## config.mk

```make
export PLATFORM = sky130hd
export DESIGN_NAME = instruction_fetch
export DESIGN_NICKNAME = d
export VERILOG_FILES = /design/src/rtl/instruction_fetch.sv
export SDC_FILE = /design/constraint.sdc
export NUM_CORES = 1
export LEC_CHECK = 0
export BUFFER_PORTS_ARGS = -buffer_cell sky130_fd_sc_hd__buf_2
export CAP_MARGIN = 5
export CORE_ASPECT_RATIO = 0.8
export CORE_MARGIN = 2
export CORE_UTILIZATION = 56
export DETAILED_ROUTE_END_ITERATION = 10
export PLACE_DENSITY = 0.8
export SYNTH_ARGS = -nofsm -noshare
export SYNTH_HDL_FRONTEND = slang
export SYNTH_SLANG_ARGS = --single-unit
```

## constraint.sdc

```tcl
create_clock -name clk -period 4.85 [get_ports clk]
set_clock_uncertainty 0.1 [all_clocks]
set_input_delay 0.2425 -clock clk [delete_from_list [all_inputs] [get_ports clk]]
set_output_delay 0.2425 -clock clk [all_outputs]
set_load 0.1 [all_outputs]
```

## src/rtl/instruction_fetch.sv

```systemverilog
// Fetch stage: keeps the PC, issues one word read at a time and buffers
// returned words in a small skid FIFO feeding decode.
module instruction_fetch #(
    parameter logic [31:0] RESET_PC  = 32'h0000_0000,
    parameter int unsigned BUF_DEPTH = 2
) (
    input  logic        clk,
    input  logic        rst,
    input  logic        iq_full,
    input  logic        redirect_valid,
    input  logic [31:0] redirect_pc,
    output logic        mem_req_valid,
    output logic [31:0] mem_req_addr,
    input  logic        mem_req_ready,
    input  logic        mem_resp_valid,
    input  logic [31:0] mem_resp_data,
    output logic        inst_valid,
    output logic [31:0] inst,
    output logic [31:0] inst_pc
);

    localparam int AW = $clog2(BUF_DEPTH);
    localparam logic [AW:0] FULL = (AW+1)'(BUF_DEPTH);

    typedef enum logic [1:0] {
        S_FETCH,
        S_WAIT,
        S_DISCARD
    } state_t;

    state_t        state_q;
    state_t        state_d;
    logic [31:0]   pc_q;
    logic [31:0]   req_pc_q;
    logic [AW:0]   count_q;
    logic [AW-1:0] rd_ptr_q;
    logic [AW-1:0] wr_ptr_q;
    logic [31:0]   buf_pc   [BUF_DEPTH];
    logic [31:0]   buf_data [BUF_DEPTH];

    logic req_fire;
    logic push;
    logic pop;

    // A request is only issued when a FIFO slot is free, so the response
    // always has somewhere to land.
    assign mem_req_valid = (state_q == S_FETCH) && (count_q < FULL) && !redirect_valid;
    assign mem_req_addr  = pc_q;
    assign req_fire      = mem_req_valid && mem_req_ready;
    assign push          = (state_q == S_WAIT) && mem_resp_valid && !redirect_valid;
    assign pop           = (count_q != '0) && !iq_full && !redirect_valid;

    always_ff @(posedge clk) begin
        if (rst) begin
            state_q <= S_FETCH;
        end else begin
            state_q <= state_d;
        end
    end

    always_comb begin
        state_d = state_q;
        if (redirect_valid) begin
            if (state_q == S_FETCH || mem_resp_valid) begin
                state_d = S_FETCH;
            end else begin
                state_d = S_DISCARD;
            end
        end else begin
            unique case (state_q)
                S_FETCH:   if (req_fire) state_d = S_WAIT;
                S_WAIT:    if (mem_resp_valid) state_d = S_FETCH;
                S_DISCARD: if (mem_resp_valid) state_d = S_FETCH;
                default:   state_d = S_FETCH;
            endcase
        end
    end

    always_ff @(posedge clk) begin
        if (rst) begin
            pc_q     <= RESET_PC;
            req_pc_q <= '0;
        end else if (redirect_valid) begin
            pc_q <= redirect_pc & ~32'h3;
        end else if (req_fire) begin
            pc_q     <= pc_q + 32'd4;
            req_pc_q <= pc_q;
        end
    end

    always_ff @(posedge clk) begin
        if (rst || redirect_valid) begin
            count_q  <= '0;
            rd_ptr_q <= '0;
            wr_ptr_q <= '0;
        end else begin
            count_q <= count_q + (AW+1)'(push) - (AW+1)'(pop);
            if (push) wr_ptr_q <= wr_ptr_q + AW'(1);
            if (pop)  rd_ptr_q <= rd_ptr_q + AW'(1);
        end
    end

    always_ff @(posedge clk) begin
        if (push) begin
            buf_pc[wr_ptr_q]   <= req_pc_q;
            buf_data[wr_ptr_q] <= mem_resp_data;
        end
    end

    // inst/inst_pc keep their last value between pulses.
    always_ff @(posedge clk) begin
        if (rst) begin
            inst_valid <= 1'b0;
            inst       <= '0;
            inst_pc    <= '0;
        end else if (pop) begin
            inst_valid <= 1'b1;
            inst       <= buf_data[rd_ptr_q];
            inst_pc    <= buf_pc[rd_ptr_q];
        end else begin
            inst_valid <= 1'b0;
        end
    end

endmodule

```

==> out/qor.csv <==
stage;metric;value;unit
place;Final HPWL DP;13000;um
sta;Max Freq;0.372;GHz
layout;P&R area growth vs syn;23.3;%
cts;CTS buffer count;24;
power_and_ir_drop;leakage power;4.32;nW
grt;Total GRT Usage;23.7;%
sta;Fin. Hold Viols;0;
layout;most common cell after layout, fill and taps aside;buf_2;
place;post-placement cell count;1153;
run_status;run status;complete, no violations;
logic_synthesis;synthesized instance count;816;
setup_path;Worst Setup SP;redirect_valid;
floorplan;die width;151;um
setup_path;reg2reg end;mem_req_addr[20];
grt;Overflow after GRT;0;
logic_synthesis;main area contributors after synthesis;edfxtp_1, dfxtp_1, mux2i_1;
layout;Final Core Density;69.9;%
grt;met3 GRT Util;4.53;%
setup_path;R2R Setup Slk;2430;ps
route;DR pass1 iterations;5;
logic_synthesis;Seq/Total Area, Yosys;64.8;%
setup_path;CP max FO;56;
flow_run;Max-Cap Viols;0;
sta;max-slew violations;0;
cts;setup repair bufs after CTS;0;
grt;GR Layer Usage met1;31.9;%
layout;n_diodes;0;
layout;ratio of cells with drive above 1 in the final layout;21.2;%
layout;Final #Nets;1089;
floorplan;num rows;43;
route;DR vias;7023;
setup_path;WP data required;4890;ps
power_and_ir_drop;maximum VDD drop;0.344;mV
layout;Final Instance Count excl. Fillers;1257;
route;Iteration-0 DRC Markers;502;
route;ANT nets after route;0;
cts;Clock Path Buffers;3;
floorplan;Die Ht;122;um
sta;RSZ-0062 raised after global routing;false;
sta;Final setup viols;0;
sta;crit path time final;2690;ps
sta;Slew headroom;32.0;%
floorplan;# IOs;168;
floorplan;initial core utilization;56.7;%
place;I/O Buffers;161;
cts;Skew-Pair Late Insertion Delay;520;ps
route;Vias/cell;5.59;
cts;CTS tree;done;
sta;worst slew pin tran;1020;ps
logic_synthesis;number of synthesized flops with an enable pin;124;
setup_path;worst setup path endpoint;buf_pc[0][20];
floorplan;die area;18500;sq um
setup_path;Crit Reg-Reg Startpoint;state_q[0];
grt;met2 Track Usage GR;38.7;%
cts;clock root buffer;clkbuf_16;
min_path;HP Start;redirect_pc[28];
power_and_ir_drop;Power Dens Cells;368;nW/um^2
setup_path;Crit Path Class;primary input to register;
logic_synthesis;Netlist Area Pre-Place;9730;sq um
cts;Worst-path clk slew;60;ps
layout;most frequent cells in the layout;buf_2, dfxtp_1, edfxtp_1;
logic_synthesis;Synth Flop Type;dfxtp_1;
logic_synthesis;yosys warns;0;
grt;number of global-route vias before repair;6753;
logic_synthesis;Post-synth ARST share;0;%
grt;first-pass GRT wire length;34300;um
floorplan;core area;17200;sq um
route;final WL;21400;um
logic_synthesis;average cell area after synthesis;11.9;sq um
place;gpl congestion;0.892;
logic_synthesis;Synth area leader;edfxtp_1;
logic_synthesis;#FFs+latches synth;253;
min_path;Worst Hold Class;primary input to register;
cts;CTS HTree Levels;1;
setup_path;endpoint class of the critical path;register;
grt;pin count of the biggest net entering global routing;94;
logic_synthesis;Synth top area share;38.3;%
cts;Post-CTS Resized;0;
power_and_ir_drop;PnR Total Power;4.42;mW
sta;Fin Setup TNS;0;ps
sta;period utilization;55.5;%
grt;GR peak layer;met2;
grt;initial antenna violation count;0;
route;WL/cell;17.0;um
logic_synthesis;synth unique cells;59;
setup_path;CP Launch Type;primary input;
setup_path;R2R depth;7;
setup_path;Worst EP arrival;2740;ps
cts;TritonCTS Sinks;253;
route;drt drc;0;
[area by class of cell]
cell class                 instances  area, sq um
clock buffer                      38          703
clock inverter                     6         41.3
fill                            1269         5160
inverter                           9         33.8
multi-input combinational        497         3160
sequential                       253         6310
tap                              225          282
timing repair buffer             229         1470
[metrics by stage]
stage	hold slack, ps	setup WS, ps	area (sq um)
2_1_floorplan	221	1010	9750
5_1_grt	45.1	1970	12000
4_1_cts	6.82	2180	12000
3_5_place_dp	333	1650	10700
3_3_place_gp	330	1690	10700
6_report	26.5	2160	12000
[cell families after synthesis]
group	share of synthesized area, %
flip-flops	64.8
AND/OR/NAND/NOR	13.1
adder cells (fa/ha/maj)	0.643
XOR/XNOR	1.17
AO/OA/AOI/OAI	10.6
other	0.0385
multiplexers	6.38
buffers and inverters	3.26
[worst max-delay path, stage by stage]
cell,delay [ps]
buf_2,320
inv_2,660
nand3_1,430
nor2_4,330
buf_4,690
[sequential cells by signal (all words and copies together) (netlist names)]
signal	count
state_q	2
wr_ptr_q	1
count_q	2
inst_pc	30
inst_valid	1
buf_data	64
buf_pc	60
inst	32
rd_ptr_q	1
mem_req_addr	30
req_pc_q	30
[where the power goes]
part	internal (mW)	switching, mW
combinational	0.0980	0.260
sequential	2.26	0.0414
clock	0.996	0.758
[synth_stat cells (all sizes together), types with 6 or more instances]
library cell / count
nor4: 10
and4: 8
nand2: 84
dfxtp: 129
o21ai: 6
nor3: 9
a21oi: 37
nand3: 19
nor2: 89
nand4: 15
or4: 9
xnor2: 6
a211oi: 70
a311oi: 7
edfxtp: 124
inv: 9
mux2i: 62
buf: 22
xor2: 7
clkbuf: 38
[worst min path at each step]
stage / cells after the start / endpoint / slack (ps)
after CTS: 5 / mem_req_addr[28] / 7
after global routing: 4 / mem_req_addr[30] / 50
after floorplan: 1 / inst_valid / 220
final: 5 / mem_req_addr[28] / 30
after detailed placement: 1 / buf_data[1][21] / 330
after global placement: 1 / buf_data[1][11] / 330
[per-layer routing]
metal | share of wire [%] | wire [um] | vias up
met5 | 0 | 0 | -
met2 | 47 | 10100 | 266
met4 | 2.9 | 631 | 0
li1 | - | - | 3441
met1 | 43 | 9150 | 3268
met3 | 7.0 | 1500 | 48
[repair_timing]
item,in CTS,in global routing
endpoints found under the setup margin,0,0
hold buffers,60,0
hold endpoints to repair,92,0
Note: power is estimated with default switching activity, not from simulation.
